## src/rtl/isa_pkg.sv

```systemverilog
// Shared ISA constants for the decode-stage hazard logic: opcodes, stall causes,
// FSM states and the load tracker entry format.
package isa_pkg;

    typedef enum logic [3:0] {
        OP_ADD  = 4'h0,
        OP_ADDZ = 4'h1,
        OP_SUB  = 4'h2,
        OP_AND  = 4'h3,
        OP_NOR  = 4'h4,
        OP_SLL  = 4'h5,
        OP_SRL  = 4'h6,
        OP_SRA  = 4'h7,
        OP_LW   = 4'h8,
        OP_SW   = 4'h9,
        OP_LHB  = 4'hA,
        OP_LLB  = 4'hB,
        OP_B    = 4'hC,
        OP_JAL  = 4'hD,
        OP_JR   = 4'hE,
        OP_HLT  = 4'hF
    } opcode_t;

    localparam logic [1:0] REASON_NONE = 2'd0;
    localparam logic [1:0] REASON_LOAD = 2'd1;
    localparam logic [1:0] REASON_MEM  = 2'd2;

    // State codes equal the stall_reason they report.
    typedef enum logic [1:0] {
        RUN      = REASON_NONE,
        LD_STALL = REASON_LOAD,
        MEM_WAIT = REASON_MEM
    } state_t;

    typedef struct packed {
        logic       is_load;
        logic [3:0] dest;
    } trk_entry_t;

    localparam trk_entry_t TRK_EMPTY = '0;

endpackage

```

## src/rtl/src_decode.sv

```systemverilog
// Source-register decode: which register fields an instruction reads.
// Pure combinational.
module src_decode
    import isa_pkg::*;
(
    input  logic [15:0] instr,
    output logic [3:0]  rs_a,
    output logic [3:0]  rs_b,
    output logic        use_a,
    output logic        use_b
);

    always_comb begin
        // NOTE: every output gets a default first so no path leaves one unassigned (no latch).
        rs_a  = instr[7:4];
        rs_b  = instr[3:0];
        use_a = 1'b0;
        use_b = 1'b0;
        case (opcode_t'(instr[15:12]))
            OP_ADD, OP_ADDZ, OP_SUB, OP_AND, OP_NOR: begin
                use_a = 1'b1;
                use_b = 1'b1;
            end
            OP_SLL, OP_SRL, OP_SRA, OP_LW, OP_JR: begin
                use_a = 1'b1;
            end
            OP_SW: begin
                // Store reads its data register and its base register.
                rs_a  = instr[11:8];
                rs_b  = instr[7:4];
                use_a = 1'b1;
                use_b = 1'b1;
            end
            OP_LHB: begin
                rs_a  = instr[11:8];
                use_a = 1'b1;
            end
            default: ;
        endcase
    end

endmodule

```

## src/rtl/hazard_stall_ctrl.sv

```systemverilog
// Decode-stage stall controller: load-use interlock against a short tracker of
// issued loads, memory-wait freeze, bubble insertion and a saturating stall counter.
module hazard_stall_ctrl
    import isa_pkg::*;
#(
    parameter int LOAD_LAT = 1,
    parameter int R0_ZERO  = 1,
    parameter int CNT_W    = 16
) (
    input  logic             clk,
    input  logic             rst_n,
    input  logic [15:0]      id_instr,
    input  logic             id_valid,
    input  logic             mem_busy,
    input  logic             flush,
    input  logic             cnt_clr,
    output logic             stall,
    output logic             bubble,
    output logic [1:0]       stall_reason,
    output logic [CNT_W-1:0] stall_cnt
);

    logic [3:0] rs_a;
    logic [3:0] rs_b;
    logic       use_a;
    logic       use_b;

    src_decode u_src_decode (
        .instr (id_instr),
        .rs_a  (rs_a),
        .rs_b  (rs_b),
        .use_a (use_a),
        .use_b (use_b)
    );

    trk_entry_t trk [LOAD_LAT];
    trk_entry_t entry_in;
    state_t     state;
    state_t     cause;
    logic       hazard;
    logic       raw_stall;
    logic       raw_bubble;

    always_comb begin
        hazard = 1'b0;
        if (id_valid) begin
            for (int i = 0; i < LOAD_LAT; i++) begin
                if (trk[i].is_load && !(R0_ZERO != 0 && trk[i].dest == 4'd0) &&
                    ((use_a && trk[i].dest == rs_a) || (use_b && trk[i].dest == rs_b)))
                    hazard = 1'b1;
            end
        end
    end

    assign raw_stall  = mem_busy | (hazard & ~flush);
    assign raw_bubble = ~mem_busy & (flush | hazard);

    // Mealy FSM: the cause of the current cycle is the state being entered.
    always_comb begin
        cause = RUN;
        case (state)
            MEM_WAIT: cause = mem_busy ? MEM_WAIT : ((hazard && !flush) ? LD_STALL : RUN);
            LD_STALL: cause = mem_busy ? MEM_WAIT : ((hazard && !flush) ? LD_STALL : RUN);
            default:  cause = mem_busy ? MEM_WAIT : ((hazard && !flush) ? LD_STALL : RUN);
        endcase
    end

    assign stall        = rst_n & raw_stall;
    assign bubble       = rst_n & raw_bubble;
    assign stall_reason = rst_n ? cause : REASON_NONE;

    always_comb begin
        entry_in = TRK_EMPTY;
        if (!raw_bubble && id_valid) begin
            entry_in.is_load = (opcode_t'(id_instr[15:12]) == OP_LW);
            entry_in.dest    = id_instr[11:8];
        end
    end

    always_ff @(posedge clk) begin
        // NOTE: registers use non-blocking assignment so every read sees pre-edge values.
        if (!rst_n) begin
            state     <= RUN;
            stall_cnt <= '0;
            // NOTE: the tracker is a tiny register array that must start empty, so it is reset.
            for (int i = 0; i < LOAD_LAT; i++) trk[i] <= TRK_EMPTY;
        end else begin
            state <= cause;
            if (cnt_clr)
                stall_cnt <= '0;
            else if (stall && stall_cnt != '1)
                stall_cnt <= stall_cnt + CNT_W'(1);
            if (!mem_busy) begin
                trk[0] <= entry_in;
                for (int i = 1; i < LOAD_LAT; i++) trk[i] <= trk[i-1];
            end
        end
    end

endmodule

```

## config.mk

```make
export PLATFORM = sky130hd
export DESIGN_NAME = hazard_stall_ctrl
export DESIGN_NICKNAME = d
export VERILOG_FILES = /design/src/rtl/isa_pkg.sv /design/src/rtl/src_decode.sv /design/src/rtl/hazard_stall_ctrl.sv
export SDC_FILE = /design/constraint.sdc
export NUM_CORES = 1
export LEC_CHECK = 0
export CAP_MARGIN = 20
export CELL_PAD_IN_SITES_DETAIL_PLACEMENT = 2
export CELL_PAD_IN_SITES_GLOBAL_PLACEMENT = 2
export CORE_MARGIN = 4
export CORE_UTILIZATION = 27
export CTS_CLUSTER_SIZE = 14
export DETAILED_ROUTE_END_ITERATION = 8
export PLACE_DENSITY_LB_ADDON = 0.1
export SKIP_CTS_REPAIR_TIMING = 1
export SLEW_MARGIN = 25
export SYNTH_ARGS = -nofsm -noshare
export SYNTH_HDL_FRONTEND = slang
export SYNTH_HIERARCHICAL = 1
export SYNTH_SLANG_ARGS = --single-unit
```

## constraint.sdc

```tcl
create_clock -name clk -period 4 [get_ports clk]
set_clock_uncertainty 0.15 [all_clocks]
set_input_delay 0.8 -clock clk [delete_from_list [all_inputs] [get_ports clk]]
set_output_delay 0.8 -clock clk [all_outputs]
set_load 0.1 [all_outputs]
```

==> impl_results.md, run 1 <==
* Post-route DRC at 0
* Synth unique cells at 39
* Register bit total from synthesis at 21
* Worst Path Required at 3.05 ns
* Critical Path Start Type: input pin
* Setup WS post-layout at 0.1385 ns
* Grt ovf at 0
* Antenna violations before repair at 0
* Outcome: finished, final reports clean
* Pwr Density at 231.5 nW/um^2
* Post-synth EDFFs at 5
* Rel. slew slack at 34.36%
* Tmin final at 3.861 ns
* Mapped Cells at 146
* Htree depth at 1
* Global-route wire length before repair at 7231 um
* Met2 WL post-DR at 2293 um
* Most frequent cells in the layout: clkdlybuf4s50_1 (33), dfxtp_1 (16)
* Synth warn at 6
* Initial core utilization at 28.05%
* DR top layer: met4
* Core area at 4723 sq um
* Routed length per instance at 16.38 um
* CTS clock-pin slew for the worst setup and hold paths at 0.08 ns
* Die area at 6093 sq um
* Vias in the first global route at 1422
* Achievable clock frequency at 0.2590 GHz
* Pleak at 0.0007548 uW
* Wl on met1 at 1930 um
* GP Congestion at 0.8083
* Nature of the critical path endpoint: output pin
* DR vias at 1327
* Global-route usage over all layers at 14.71%
* Avg Cell Area, Syn at 9.075 sq um
* Dpl hpwl at 3499 um
* Final setup fails at 0
* Iter 0 DRT Violations at 46
* Final period util at 96.54%
* Finished Core Util at 42.36%
* Synth async-reset ratio at 0%
* Placed Instances at 261
* Die Height at 78.06 um
* Met3 routed WL at 118 um
* First-pass DRT Iterations at 2
* Die extent in x at 78.06 um
* Pre-CTS WS at -0.2623 ns
* TritonCTS clock tree: done
* Share of layout cells above drive strength 1 at 19.10%
* Final hold vios at 0
* Ant. Diodes at 0
* Worst VDD drop at 0.1566 mV
* FP Rows at 25
* Commonest non-fill, non-tap cell in the layout: clkdlybuf4s50_1
* Non-filler cells, final at 266
* Antenna viol nets, final at 0
* Syn nets at 169
* Primary FF master, synth: dfxtp_1
* Hold Crit Class: reg2reg
* Syn Std Cell Area at 1325 sq um
* Maximum net fanout on the critical path at 4
* Final WL at 4357 um
* Kind of critical path: in2out
* Max-cap viol count at 0
* Final Cell Area at 2001 sq um
* Via/cell ratio at 4.989
* R2R depth at 9
* Longest Clk Path Bufs at 2
* Fin. max-slew vios at 0
* Clk_lat worst skew at 0.26 ns
* Inserted Clock Buffers at 3
* Worst hold path depth at 2
* I/O pin total at 42
* Clock sink count at 21
* Worst-Margin Slew at 0.9816 ns
* Sequential area share after synthesis at 35.51%
* Nets at 223
* Pin count of the biggest net entering global routing at 17
* Clock root cell: clkbuf_8
* Port-buffer cells at 41
* Placed inst area at 1934 sq um
* Area Growth Syn to Fin at 50.99%
* Arr. time, crit path at 2.91 ns
==> report_power, final <==
part	total (uW)	leakage, uW	internal (uW)	switching (uW)
combinational	96.1	0.000548	48.2	48.0
sequential	224	0.000184	220	3.84
clock	143	0.0000228	71.1	72.2
==> path summary, 6_finish.rpt <==
kind                          end  slack (ns)          start
setup / recovery  stall_reason[0]        0.14   id_instr[12]
setup reg to reg     stall_cnt[5]        1.52      trk[0][2]
hold reg to reg     stall_cnt[15]        0.38  stall_cnt[15]
hold / removal      stall_cnt[15]        0.38  stall_cnt[15]
==> cell usage after synthesis (2+ instances only) <==
library cell | number | area share (%)
dfxtp_1 | 16 | 24
nand2_1 | 11 | 3.1
nor2_1 | 11 | 3.1
xor2_1 | 11 | 7.3
mux2_2 | 10 | 8.5
a21oi_1 | 8 | 3.0
and2_1 | 7 | 3.3
o21ai_0 | 7 | 2.6
or3_1 | 6 | 2.8
edfxtp_1 | 5 | 11
nand3_1 | 5 | 1.9
xnor2_1 | 4 | 2.6
and3_1 | 3 | 1.4
clkbuf_1 | 3 | 0.85
inv_1 | 3 | 0.85
nand4_1 | 3 | 1.4
o2111ai_1 | 3 | 2.0
o211ai_1 | 3 | 1.7
or4_1 | 3 | 1.7
and4b_1 | 2 | 1.5
nor2b_1 | 2 | 0.94
nor3_1 | 2 | 0.76
o21ai_2 | 2 | 1.3
==> per-stage QoR <==
| step | power, uW | TNS [ns] | hold WS [ns] |
|---|---|---|---|
| 3_3_place_gp | 322.9 | -0.5163 | 0.3384 |
| 4_1_cts | 472.3 | -0.7492 | 0.3890 |
| 6_report | 463.1 | 0 | 0.3811 |
| 5_1_grt | 487.1 | -0.002861 | 0.4186 |
| 2_1_floorplan | 277.7 | 0 | 0.8016 |
| 3_5_place_dp | 325.9 | -0.7289 | 0.3716 |
==> metal layers <==
metal | vias to the layer above | track usage (%)
met1 | 659 | 18.12
met5 | - | 0
met3 | 2 | 3.670
li1 | 647 | -
met2 | 19 | 26.63
met4 | 0 | 1.573
==> sequential cells by signal (all words and copies together) (netlist names) <==
register,count
stall_cnt,16
trk,5
==> kinds of logic (layout without fill, tap and decap cells) <==
kind of cell | count (synthesis) | in the layout | synth area share, %
simple gates | 64 | 64 | 28.52
compound gates | 28 | 28 | 14.17
flops | 21 | 21 | 35.51
xor+xnor | 15 | 15 | 9.915
mux | 11 | 11 | 9.254
buf+inv | 6 | 59 | 1.700
fa+ha+maj | 1 | 1 | 0.9441
==> cell type report <==
cell class | instances | area (sq um)
well taps | 67 | 83.83
repair buffers | 52 | 543.0
clock buffers | 4 | 45.04
multi-input cells | 119 | 847.1
flip-flops and latches | 21 | 470.5
fillers | 509 | 2723
inverters | 3 | 11.26
==> critical path, cell delays in order <==
cell and delay, ns:
dlymetal6s2s_1 0.16, xnor2_1 0.15, nor3b_2 0.16, buf_4 0.16, mux2_2 0.34, xor2_1 0.15, nor3_2 0.23, nand4_2 0.15
a21oi_4 0.20, and3b_2 0.24, buf_12 0.18
(Power assumes the default switching activity.)
==> run 2: changes to the inputs <==
Settings changed: ABC_AREA set to 1, CORE_MARGIN 4 to unset, CORE_UTILIZATION 27 to 25.
==> impl_results.md, run 2 <==
* Outcome: finished, final reports clean (unchanged)
* Primary FF master, synth: dfxtp_1 (unchanged)
* Fillers at 733 (was 509)
* Inserted Clock Buffers at 3 (unchanged)
* Biggest register: stall_cnt (unchanged)
* Core area at 5991 sq um (was 4723 sq um)
* Grt ovf at 0 (unchanged)
* Rel. slew slack at 34.89% (was 34.36%)
* Syn nets at 278 (was 169)
* Area Growth Syn to Fin at 38.55% (was 50.99%)
* Slowest-stage cell, CP: clkdlybuf4s50_1 (was mux2_2)
* Clock root cell: clkbuf_8 (unchanged)
* FP Rows at 28 (was 25)
* Final period util at 93.18% (was 96.54%)
* Die area at 6592 sq um (was 6093 sq um)
* Worst Path Required at 3.05 ns (about the same)
* Fin. max-slew vios at 0 (unchanged)
* Placed inst area at 2079 sq um (was 1934 sq um)
* Post-synth EDFFs at 5 (unchanged)
* Antenna violations before repair at 0 (unchanged)
* Synth top area cells: dfxtp_1 (20%), nand2_1 (18%), nor2_1 (11%) (was dfxtp_1 (24%), edfxtp_1 (11%), mux2_2 (8.5%))
* GP Congestion at 0.7430 (was 0.8083)
* Vias in the first global route at 1729 (was 1422)
* Htree depth at 1 (unchanged)
* Pwr Density at 233.6 nW/um^2 (was 231.5 nW/um^2)
* Most frequent cells in the layout: nand2_1 (76), nor2_1 (46), clkdlybuf4s50_1 (34) (was clkdlybuf4s50_1 (33), dfxtp_1 (16))
* Max-cap viol count at 0 (unchanged)
* Synth async-reset ratio at 0% (unchanged)
* Mapped Cells at 255 (was 146)
* Slowest cell delay on critical path at 0.51 ns (was 0.34 ns)
* Maximum net fanout on the critical path at 5 (was 4)
* Ant. Diodes at 0 (unchanged)
* Dpl hpwl at 3811 um (was 3499 um)
* Synth warn at 6 (unchanged)
* Hold_ws at 0.4017 ns (was 0.3811 ns)
* Most frequent cell after synthesis: nand2_1 (was dfxtp_1)
* Max reg flops at 16 (unchanged)
* Placed Instances at 368 (was 261)
* Largest delay share family, worst path: simple AND/OR/NAND/NOR gates (unchanged)
* Register bit total from synthesis at 21 (unchanged)
* Commonest non-fill, non-tap cell in the layout: nand2_1 (was clkdlybuf4s50_1)
* Initial core utilization at 26.17% (was 28.05%)
* Via/cell ratio at 4.529 (was 4.989)
* CTS clock-pin slew for the worst setup and hold paths at 0.08 ns (about the same)
* Final Cell Area at 2172 sq um (was 2001 sq um)
* Avg Cell Area, Syn at 6.148 sq um (was 9.075 sq um)
* Iter 0 DRT Violations at 14 (was 46)
* I/O pin total at 42 (unchanged)
* Largest area contributor in the netlist: dfxtp_1 (unchanged)
* Worst path most repeated cell: nand2_1
* Post-route DRC at 0 (unchanged)
* First-pass DRT Iterations at 3 (was 2)
* Power consumption at 507.4 uW (was 463.1 uW)
* Port-buffer cells at 41 (unchanged)
* Non-filler cells, final at 376 (was 266)
* Die Height at 81.19 um (was 78.06 um)
* Final hold vios at 0 (unchanged)
* Final setup fails at 0 (unchanged)
* Clock sink count at 21 (unchanged)
* Syn Std Cell Area at 1568 sq um (was 1325 sq um)
* Global-route usage over all layers at 15.45% (was 14.71%)
* Antenna viol nets, final at 0 (unchanged)
* Nets at 325 (was 223)
* Arr. time, crit path at 2.78 ns (was 2.91 ns)
* Pleak at 0.0009861 uW (was 0.0007548 uW)
* DR vias at 1703 (was 1327)
* Nature of the critical path endpoint: output pin (unchanged)
* Worst-Margin Slew at 0.9735 ns (was 0.9816 ns)
* Critical Path Start Type: input pin (unchanged)
* Die extent in x at 81.19 um (was 78.06 um)
* Pin count of the biggest net entering global routing at 22 (was 17)
* Biggest regs: stall_cnt (16), trk (5) (unchanged)
* Synth cell count leaders: nand2_1 (76), nor2_1 (47), inv_1 (27) (was dfxtp_1 (16), nand2_1 (11), nor2_1 (11), xor2_1 (11), mux2_2 (10))
* Global-route wire length before repair at 7935 um (was 7231 um)
* Tmin final at 3.727 ns (was 3.861 ns)
* Final WL at 4839 um (was 4357 um)
* Clk_lat worst skew at 0.26 ns (about the same)
* Synth unique cells at 26 (was 39)
* Sequential area share after synthesis at 30.01% (was 35.51%)
* Worst VDD drop at 0.1137 mV (was 0.1566 mV)
* TritonCTS clock tree: done (unchanged)
* Longest Clk Path Bufs at 2 (unchanged)
* Buf/Inv on CP at 4 (was 3)
* Hold Crit Class: reg2reg (unchanged)
* Share of layout cells above drive strength 1 at 13.62% (was 19.10%)
* Achievable clock frequency at 0.2683 GHz (was 0.2590 GHz)
* Routed length per instance at 12.87 um (was 16.38 um)
* Kind of critical path: in2out (unchanged)
* Crit path cell chain: clkdlybuf4s50_1, inv_1, nor2_2, nand2_2, nand2_4, nand2_1, nand2_1, inv_1, nand2_1, nand2_1, nor2_1, nand3_1, nand2_1, nand3_1, nor2_1, buf_12 (was dlymetal6s2s_1, xnor2_1, nor3b_2, buf_4, mux2_2, xor2_1, nor3_2, nand4_2, a21oi_4, and3b_2, buf_12)
* Top-area cell type share of the netlist area at 20.43% (was 24.17%)
## run 2: cell count changes after synthesis, sizes merged, moves of 7 or more
cell / previous run / this run
nand2: 11 / 85
nor2: 11 / 51
inv: 3 / 35
nand3: 5 / 23
mux2: 10 / 0
o21ai: 10 / 2
and2: 7 / 0
## run 2: power by group
part | total, uW | internal [uW] | switching (uW) | leakage [uW]
Sequential | 229 | 222 | 6.45 | 0.000185
Combinational | 137 | 51.4 | 85.3 | 0.000776
Clock | 142 | 69.4 | 72.5 | 0.0000255
## run 2: logic make-up (layout without fill, tap and decap cells)
family | count (synthesis) | after routing | synth area share (%)
adder cells (fa/ha/maj) | 1 | 1 | 0.7980
flip-flops | 21 | 21 | 30.01
XOR/XNOR | 9 | 9 | 5.028
AND/OR/NAND/NOR | 172 | 172 | 49.32
buffers and inverters | 40 | 86 | 10.93
AO/OA/AOI/OAI | 12 | 12 | 3.911
## run 2: worst reg2reg max path, stage by stage, from the launching register on
cell      delay, ns
edfxtp_1       0.47
nand2_1        0.10
nand2_1        0.05
nor2_1         0.12
nand3_1        0.10
nand2_1        0.09
nand3_1        0.11
nand2_2        0.14
buf_4          0.26
nand2_2        0.21
nor2_1         0.17
nor2_1         0.06
## run 2: metal layers
| metal | part of all wire, % | track usage (%) | vias to the layer above |
|---|---|---|---|
| met5 | 0 | 0 | - |
| met4 | 0.87 | 3.750 | 0 |
| met3 | 2.8 | 1.573 | 4 |
| met2 | 51 | 28.49 | 21 |
| met1 | 45 | 18.99 | 803 |
| li1 | - | - | 875 |
## run 2: path summary, 6_finish.rpt
| kind | start | to | cells after the start | slack, ns |
|---|---|---|---|---|
| setup / recovery | id_instr[15] | stall_reason[0] | 16 | 0.27 |
| hold / removal | stall_cnt[5] | stall_cnt[5] | 2 | 0.40 |
| setup reg to reg | trk[0][3] | stall_cnt[15] | 11 | 1.88 |
| hold reg to reg | stall_cnt[5] | stall_cnt[5] | 2 | 0.40 |
## run 2: area by class of cell
type                            instances  area, sq um  share of cell area, %
Clock buffer                            3        41.29                  1.901
Inverter                               35        131.4                  6.048
Tap cell                               75        93.84                  4.320
Multi-Input combinational cell        194        939.7                  43.26
Clock inverter                          1        5.005                 0.2304
Timing Repair Buffer                   47        490.5                  22.58
Sequential cell                        21        470.5                  21.66
## run 2: stage by stage
step	setup WS (ns)	utilization (%)	setup TNS, ns
6_report	0.2728	36.26	0
5_1_grt	-0.01046	36.26	-0.01046
4_1_cts	0.1648	35.48	0
3_5_place_dp	0.1675	34.71	0
3_3_place_gp	0.2351	34.71	0
2_1_floorplan	0.08810	-	0
